==> src/rtl/instr_fetch_unit.sv <==
// -----------------------------------------------------------------------------
// instr_fetch_unit
//
// Byte-serial instruction fetch for an 8-bit CPU with a 16-bit address space.
// Each instruction byte takes one ADDR cycle and one DATA cycle. The first
// byte (the opcode) is shown to an external decoder through raw_opcode. The
// decoder's answer (op_len) sets how many more bytes to fetch. The assembled
// instruction is held in VALID until the execute stage accepts it.
//
// Ports
//   clk           system clock, all state changes on its rising edge
//   reset         synchronous, active-high reset
//   mem_addr      byte address to ROM/RAM (always the current pc)
//   mem_rd_en     read strobe; memory answers on mem_data_in one cycle later
//   mem_data_in   read data from memory
//   raw_opcode    opcode byte presented to the decoder
//   op_len        decoder result: instruction length 1..3 (0 is taken as 1)
//   instr_valid   assembled instruction is available
//   instr_ready   execute stage accepts the instruction
//   opcode/operand_lo/operand_hi  assembled instruction bytes
//   target_addr   {operand_hi, operand_lo}
//   next_pc       address of the byte after the assembled instruction
//   pc_load       one-cycle redirect request, pc_load_addr is the new pc
//   halt_req      enter HALT; only reset leaves it
//   halted        block is in HALT
// -----------------------------------------------------------------------------
module instr_fetch_unit #(
    parameter logic [15:0] RESET_VECTOR = 16'hF000
) (
    input  logic        clk,
    input  logic        reset,
    output logic [15:0] mem_addr,
    output logic        mem_rd_en,
    input  logic [7:0]  mem_data_in,
    output logic [7:0]  raw_opcode,
    input  logic [1:0]  op_len,
    output logic        instr_valid,
    input  logic        instr_ready,
    output logic [7:0]  opcode,
    output logic [7:0]  operand_lo,
    output logic [7:0]  operand_hi,
    output logic [15:0] target_addr,
    output logic [15:0] next_pc,
    input  logic        pc_load,
    input  logic [15:0] pc_load_addr,
    input  logic        halt_req,
    output logic        halted
);

    typedef enum logic [1:0] {
        ST_ADDR  = 2'd0,
        ST_DATA  = 2'd1,
        ST_VALID = 2'd2,
        ST_HALT  = 2'd3
    } state_t;

    state_t      state_r;
    logic [15:0] pc_r;
    logic [1:0]  byte_idx_r;
    logic [1:0]  len_r;
    logic [7:0]  opcode_r;
    logic [7:0]  operand_lo_r;
    logic [7:0]  operand_hi_r;

    logic [1:0]  len_in_s;
    logic [1:0]  eff_len_s;
    logic        last_byte_s;
    logic        opcode_cycle_s;

    // Opcode byte is arriving this cycle: the decoder must see it directly
    // from memory so op_len is ready to be latched at the same edge.
    assign opcode_cycle_s = (state_r == ST_DATA) && (byte_idx_r == 2'd0);

    // A zero length from the decoder is treated as a 1-byte instruction.
    assign len_in_s = (op_len == 2'd0) ? 2'd1 : op_len;

    // Length is not latched yet while the opcode byte is being captured,
    // so the decoder's live answer is used for that first byte.
    assign eff_len_s   = (byte_idx_r == 2'd0) ? len_in_s : len_r;
    assign last_byte_s = ((byte_idx_r + 2'd1) == eff_len_s);

    assign raw_opcode  = opcode_cycle_s ? mem_data_in : opcode_r;

    // Outputs decoded straight from registered state; the read strobe is
    // also masked by reset so no read is issued while reset is held.
    assign mem_addr    = pc_r;
    assign mem_rd_en   = (state_r == ST_ADDR) && !reset;
    assign instr_valid = (state_r == ST_VALID);
    assign halted      = (state_r == ST_HALT);
    assign opcode      = opcode_r;
    assign operand_lo  = operand_lo_r;
    assign operand_hi  = operand_hi_r;
    assign target_addr = {operand_hi_r, operand_lo_r};
    assign next_pc     = pc_r;

    // Fetch state machine: priority is reset > halt > redirect > handshake.
    always_ff @(posedge clk) begin
        if (reset) begin
            state_r      <= ST_ADDR;
            pc_r         <= RESET_VECTOR;
            byte_idx_r   <= 2'd0;
            len_r        <= 2'd1;
            opcode_r     <= 8'h00;
            operand_lo_r <= 8'h00;
            operand_hi_r <= 8'h00;
        end else if (halt_req || (state_r == ST_HALT)) begin
            // HALT freezes the pc and all instruction bytes.
            state_r <= ST_HALT;
        end else if (pc_load) begin
            // Redirect drops any partially assembled instruction; a pending
            // handshake in VALID is simply completed by leaving VALID.
            state_r      <= ST_ADDR;
            pc_r         <= pc_load_addr;
            byte_idx_r   <= 2'd0;
            opcode_r     <= 8'h00;
            operand_lo_r <= 8'h00;
            operand_hi_r <= 8'h00;
        end else begin
            case (state_r)
                ST_ADDR: begin
                    state_r <= ST_DATA;
                end
                ST_DATA: begin
                    case (byte_idx_r)
                        2'd0: begin
                            // New instruction: operands not fetched read as 0.
                            opcode_r     <= mem_data_in;
                            operand_lo_r <= 8'h00;
                            operand_hi_r <= 8'h00;
                            len_r        <= len_in_s;
                        end
                        2'd1: begin
                            operand_lo_r <= mem_data_in;
                        end
                        default: begin
                            operand_hi_r <= mem_data_in;
                        end
                    endcase
                    pc_r       <= pc_r + 16'd1;
                    byte_idx_r <= byte_idx_r + 2'd1;
                    state_r    <= last_byte_s ? ST_VALID : ST_ADDR;
                end
                ST_VALID: begin
                    if (instr_ready) begin
                        byte_idx_r <= 2'd0;
                        state_r    <= ST_ADDR;
                    end else begin
                        state_r <= ST_VALID;
                    end
                end
                default: begin
                    state_r <= ST_ADDR;
                end
            endcase
        end
    end

endmodule

==> config.mk <==
export PLATFORM = sky130hd
export DESIGN_NAME = instr_fetch_unit
export DESIGN_NICKNAME = d
export VERILOG_FILES = /design/src/rtl/instr_fetch_unit.sv
export SDC_FILE = /design/constraint.sdc
export NUM_CORES = 1
export LEC_CHECK = 0
export BUFFER_PORTS_ARGS = -buffer_cell sky130_fd_sc_hd__buf_2
export CAP_MARGIN = 10
export CORE_ASPECT_RATIO = 0.9
export CORE_UTILIZATION = 52
export CTS_CLUSTER_SIZE = 28
export DETAILED_ROUTE_END_ITERATION = 6
export GPL_TIMING_DRIVEN = 1
export PLACE_DENSITY_LB_ADDON = 0.12
export SLEW_MARGIN = 30
export SYNTH_ARGS = -nofsm -noshare
export SYNTH_HDL_FRONTEND = slang
export SYNTH_SLANG_ARGS = --single-unit
==> constraint.sdc <==
create_clock -name clk -period 4.34 [get_ports clk]
set_input_delay 0.434 -clock clk [delete_from_list [all_inputs] [get_ports clk]]
set_output_delay 0.434 -clock clk [all_outputs]
set_load 0.05 [all_outputs]
==> results.md <==
- The final number of setup-violating endpoints is 0.
- The number of enable-type register cells in the synthesized netlist is 0.
- STA puts the critical path data required time at 3.91 ns.
- The post-cts hold buffer count is 0.
- The placer congestion estimate is 0.8470.
- Setup slack closes at 1.661 ns.
- The wire length per cell after detailed routing is 14.47 microns.
- Cells with a size suffix above 1 make up 35.18% of the layout.
- Relative to the synthesized area, the layout overhead comes to 14.98%.
- The count of H-tree levels built during CTS is 2.
- Dividing total power by cell area gives a power density of 322.9 nW/um^2.
- Of all nets on the critical path, the largest fanout is 15.
- The endpoint type of the worst setup path is an output port.
- In this run, the number of DRC markers left after iteration 0 of detailed routing was 197.
- The initial antenna violation count is 0.
- The largest net degree at the start of global routing is 49.
- In the layout the commonest cells are sky130_fd_sc_hd__buf_2, sky130_fd_sc_hd__dfxtp_1, sky130_fd_sc_hd__o21ai_0, sky130_fd_sc_hd__a21oi_1, sky130_fd_sc_hd__nand2_1.
- The via count is 2626.
- The later-pin clock latency in the skew report is 0.31 ns.
- The top flip-flop cell by instance count after synthesis is sky130_fd_sc_hd__dfxtp_1.
- The total clock buffers created by CTS is 5.
- The buffer count from post-CTS setup fixing is 0.
- The horizontal die dimension is 78.05 microns.
- Setup repair after global routing left no endpoint under its margin.
- The average size of a mapped cell is 8.276 sq um.
- Max-cap violations in this run came to 0.
- The fmax is 0.3732 GHz.
- The master of the slowest instance on the critical path is sky130_fd_sc_hd__ha_1.
- The number of global-route vias before repair is 2277.
- At the pin with the least slew margin, the transition time is 0.8104 ns.
- After clock tree synthesis, the clock-pin slew on the worst setup and hold paths is 0.10 ns.
- The half-perimeter wire length after detailed placement is 4.770 mm.
- The first detailed-routing pass ran for 4 iterations.
- The most frequent standard cell in the layout excluding fill and tap cells is sky130_fd_sc_hd__buf_2.
- Sequential cells were found to cover 34.03% of the synthesized design area.
- After synthesis, the share of flip-flops with an asynchronous set or reset is 0%.
- Across the routed clock network, the largest skew measured is 0.008196 ns.
- The TritonCTS clock tree is yes.
- The number of cell rows is 24.
- The wire length of the first global-routing pass is 10.84 mm.
- The number of nets in the synthesized netlist is 361.
- The category of cells accounting for the largest share of critical-path delay is adder cells.
- The mean number of vias per cell is 5.672.
- The worst path in the final design needs a cycle of 2.679 ns, including I/O delays and setup.
- In the routed design, unresolved DRC markers number 0.
- The standby leakage power is 1.397 nW.
- STA classifies the critical path startpoint as a register.
- The flip-flop and latch count after synthesis is 46.
- The area inside the core boundary is 4925 sq um.
- The y dimension of the die is 70.44 microns.
- The detail route stage leaves a number of antenna-violating nets equal to 0.
- The netlist uses 53 different library cells.
- The count of final max-slew check failures is 0.
- In this design, the stage delay of the slowest critical-path cell is 0.45 ns.
- Timing analysis after detailed placement gives a worst setup slack of 1.908 ns.
- The part of the cycle the worst path needs is 61.73%.
- The number of gates given a new drive strength after cts is 0.
- Summed over all layers, the global routing overflow is 0.
- The all-layer global routing usage is 24.83%.
- The final layout contains routed wiring with a total length of 6.699 mm.
- For the final routed database, the setup TNS stands at 0 ns.
- The worst min-delay path category is primary input to register.
- The filler cells instantiated in the layout total 491.
- The number of warnings printed during yosys synthesis is 0.
- The summed instance area of the synthesized netlist is 2706 sq um.
- In this run the clock root is driven by a sky130_fd_sc_hd__clkbuf_8.
- The final-report hold violation count is 0.
- The critical path data arrival time is 2.25 ns.
- The final-stage net count is 431.
- Traced cell by cell, the critical path runs through inv_1 > ha_1 > nand3b_1 > mux2_2 > buf_2.
- Counting every instance in the synthesized netlist gives 327.
- 0 antenna diodes ended up in the layout.
- The count of buffering cells on the critical path with inverters included is 2.
- The number of buffers between clock root and the deepest sink is 2.
- The critical path start-end classification is register to output port.
- The number of buffer cells added on primary ports is 113.
- The clock net in this run drives a total of 46 sinks.
- The die covers 5497 sq um.
- The effective utilization at floorplan is 54.95%.
- The highest ir drop seen on vdd is 0.2467 mV.
- The flow ran to the end, and the final reports show no timing, DRC or antenna violations.
- In this run the tightest slew margin relative to its limit is 45.98%.
- The top-level I/O count is 114.
==> layer usage <==
metal  up-vias  wire, microns  track usage (%)
li1       1300              -                -
met1      1221           3100            33.09
met2        98           3135            41.13
met3         7            390            3.529
met4         0             73            8.025
met5         -              0                0
==> power by group <==
part           switching, W  internal (W)
clock              0.000161      0.000116
sequential        0.0000240      0.000438
combinational      0.000194     0.0000712
total              0.000379      0.000625
==> worst min-delay path: stages <==
cell,delay (ns)
sky130_fd_sc_hd__buf_2,0.12
sky130_fd_sc_hd__nand3_1,0.06
sky130_fd_sc_hd__a21oi_1,0.06
==> cell families after synthesis <==
| kind of cell | synth area share, % |
|---|---|
| fa+ha+maj | 1.387 |
| mux | 4.438 |
| buf+inv | 13.50 |
| compound gates | 23.63 |
| simple gates | 22.70 |
| flops | 34.03 |
| xor+xnor | 0.3237 |
==> path summary, 6_finish.rpt <==
kind / endpoint / cells past startpoint / start / slack (ns)
max: raw_opcode[3] / 5 / byte_idx_r[0] / 1.66
max reg2reg: mem_addr[0] / 4 / state_r[0] / 2.10
min: operand_hi[7] / 3 / mem_data_in[7] / 0.40
min reg2reg: len_r[1] / 2 / len_r[1] / 0.47
==> stage by stage <==
step	utilization, %	total power [W]	instances	instance area (sq um)	hold slack (ns)
final	63.19	0.001005	463	3112	0.4014
after global routing	63.19	0.001050	463	3112	0.4073
after CTS	63.19	0.001010	463	3112	0.3959
after detailed placement	61.28	0.0007372	455	3018	0.4606
after global placement	61.28	0.0007344	455	3018	0.4465
after floorplan	-	0.0006881	327	2706	0.4357
==> registers in the layout, summed over array words and instances (netlist names) <==
signal      count
len_r           2
opcode          8
mem_addr       16
operand_lo      8
byte_idx_r      2
operand_hi      8
state_r         2
==> cell usage after synthesis, drive strengths merged (2+ instances only) <==
cell | number | share of area [%]
a211oi | 4 | 1.1
a21oi | 29 | 5.9
a22o | 10 | 3.2
a31oi | 5 | 1.2
a32o | 2 | 0.74
a32oi | 2 | 0.65
and3 | 2 | 0.46
and4 | 3 | 0.97
buf | 43 | 11
clkbuf | 7 | 0.97
dfxtp | 46 | 34
ha | 3 | 1.4
inv | 8 | 1.1
mux2 | 8 | 3.3
mux2i | 3 | 1.1
nand2 | 26 | 3.6
nand3 | 11 | 2.0
nand3b | 9 | 2.5
nand4 | 3 | 0.69
nor2 | 21 | 3.8
nor2b | 11 | 2.5
nor3 | 10 | 2.4
nor4 | 2 | 0.46
o21a | 2 | 0.55
o21ai | 28 | 5.2
o22ai | 2 | 0.46
o31ai | 3 | 0.83
o41ai | 3 | 0.97
or2 | 2 | 0.46
or3 | 5 | 1.2
==> layout make-up <==
cell class / count / area (sq um) / share of cell area [%]
Multi-Input combinational cell: 223 / 1420 / 45.64
Inverter: 8 / 30.03 / 0.9650
Clock inverter: 3 / 25.02 / 0.8042
Timing Repair Buffer: 113 / 565.5 / 18.17
Tap cell: 65 / 81.33 / 2.614
Clock buffer: 5 / 68.82 / 2.212
Sequential cell: 46 / 920.9 / 29.59
No activity file was read; power rests on OpenSTA's default activity.
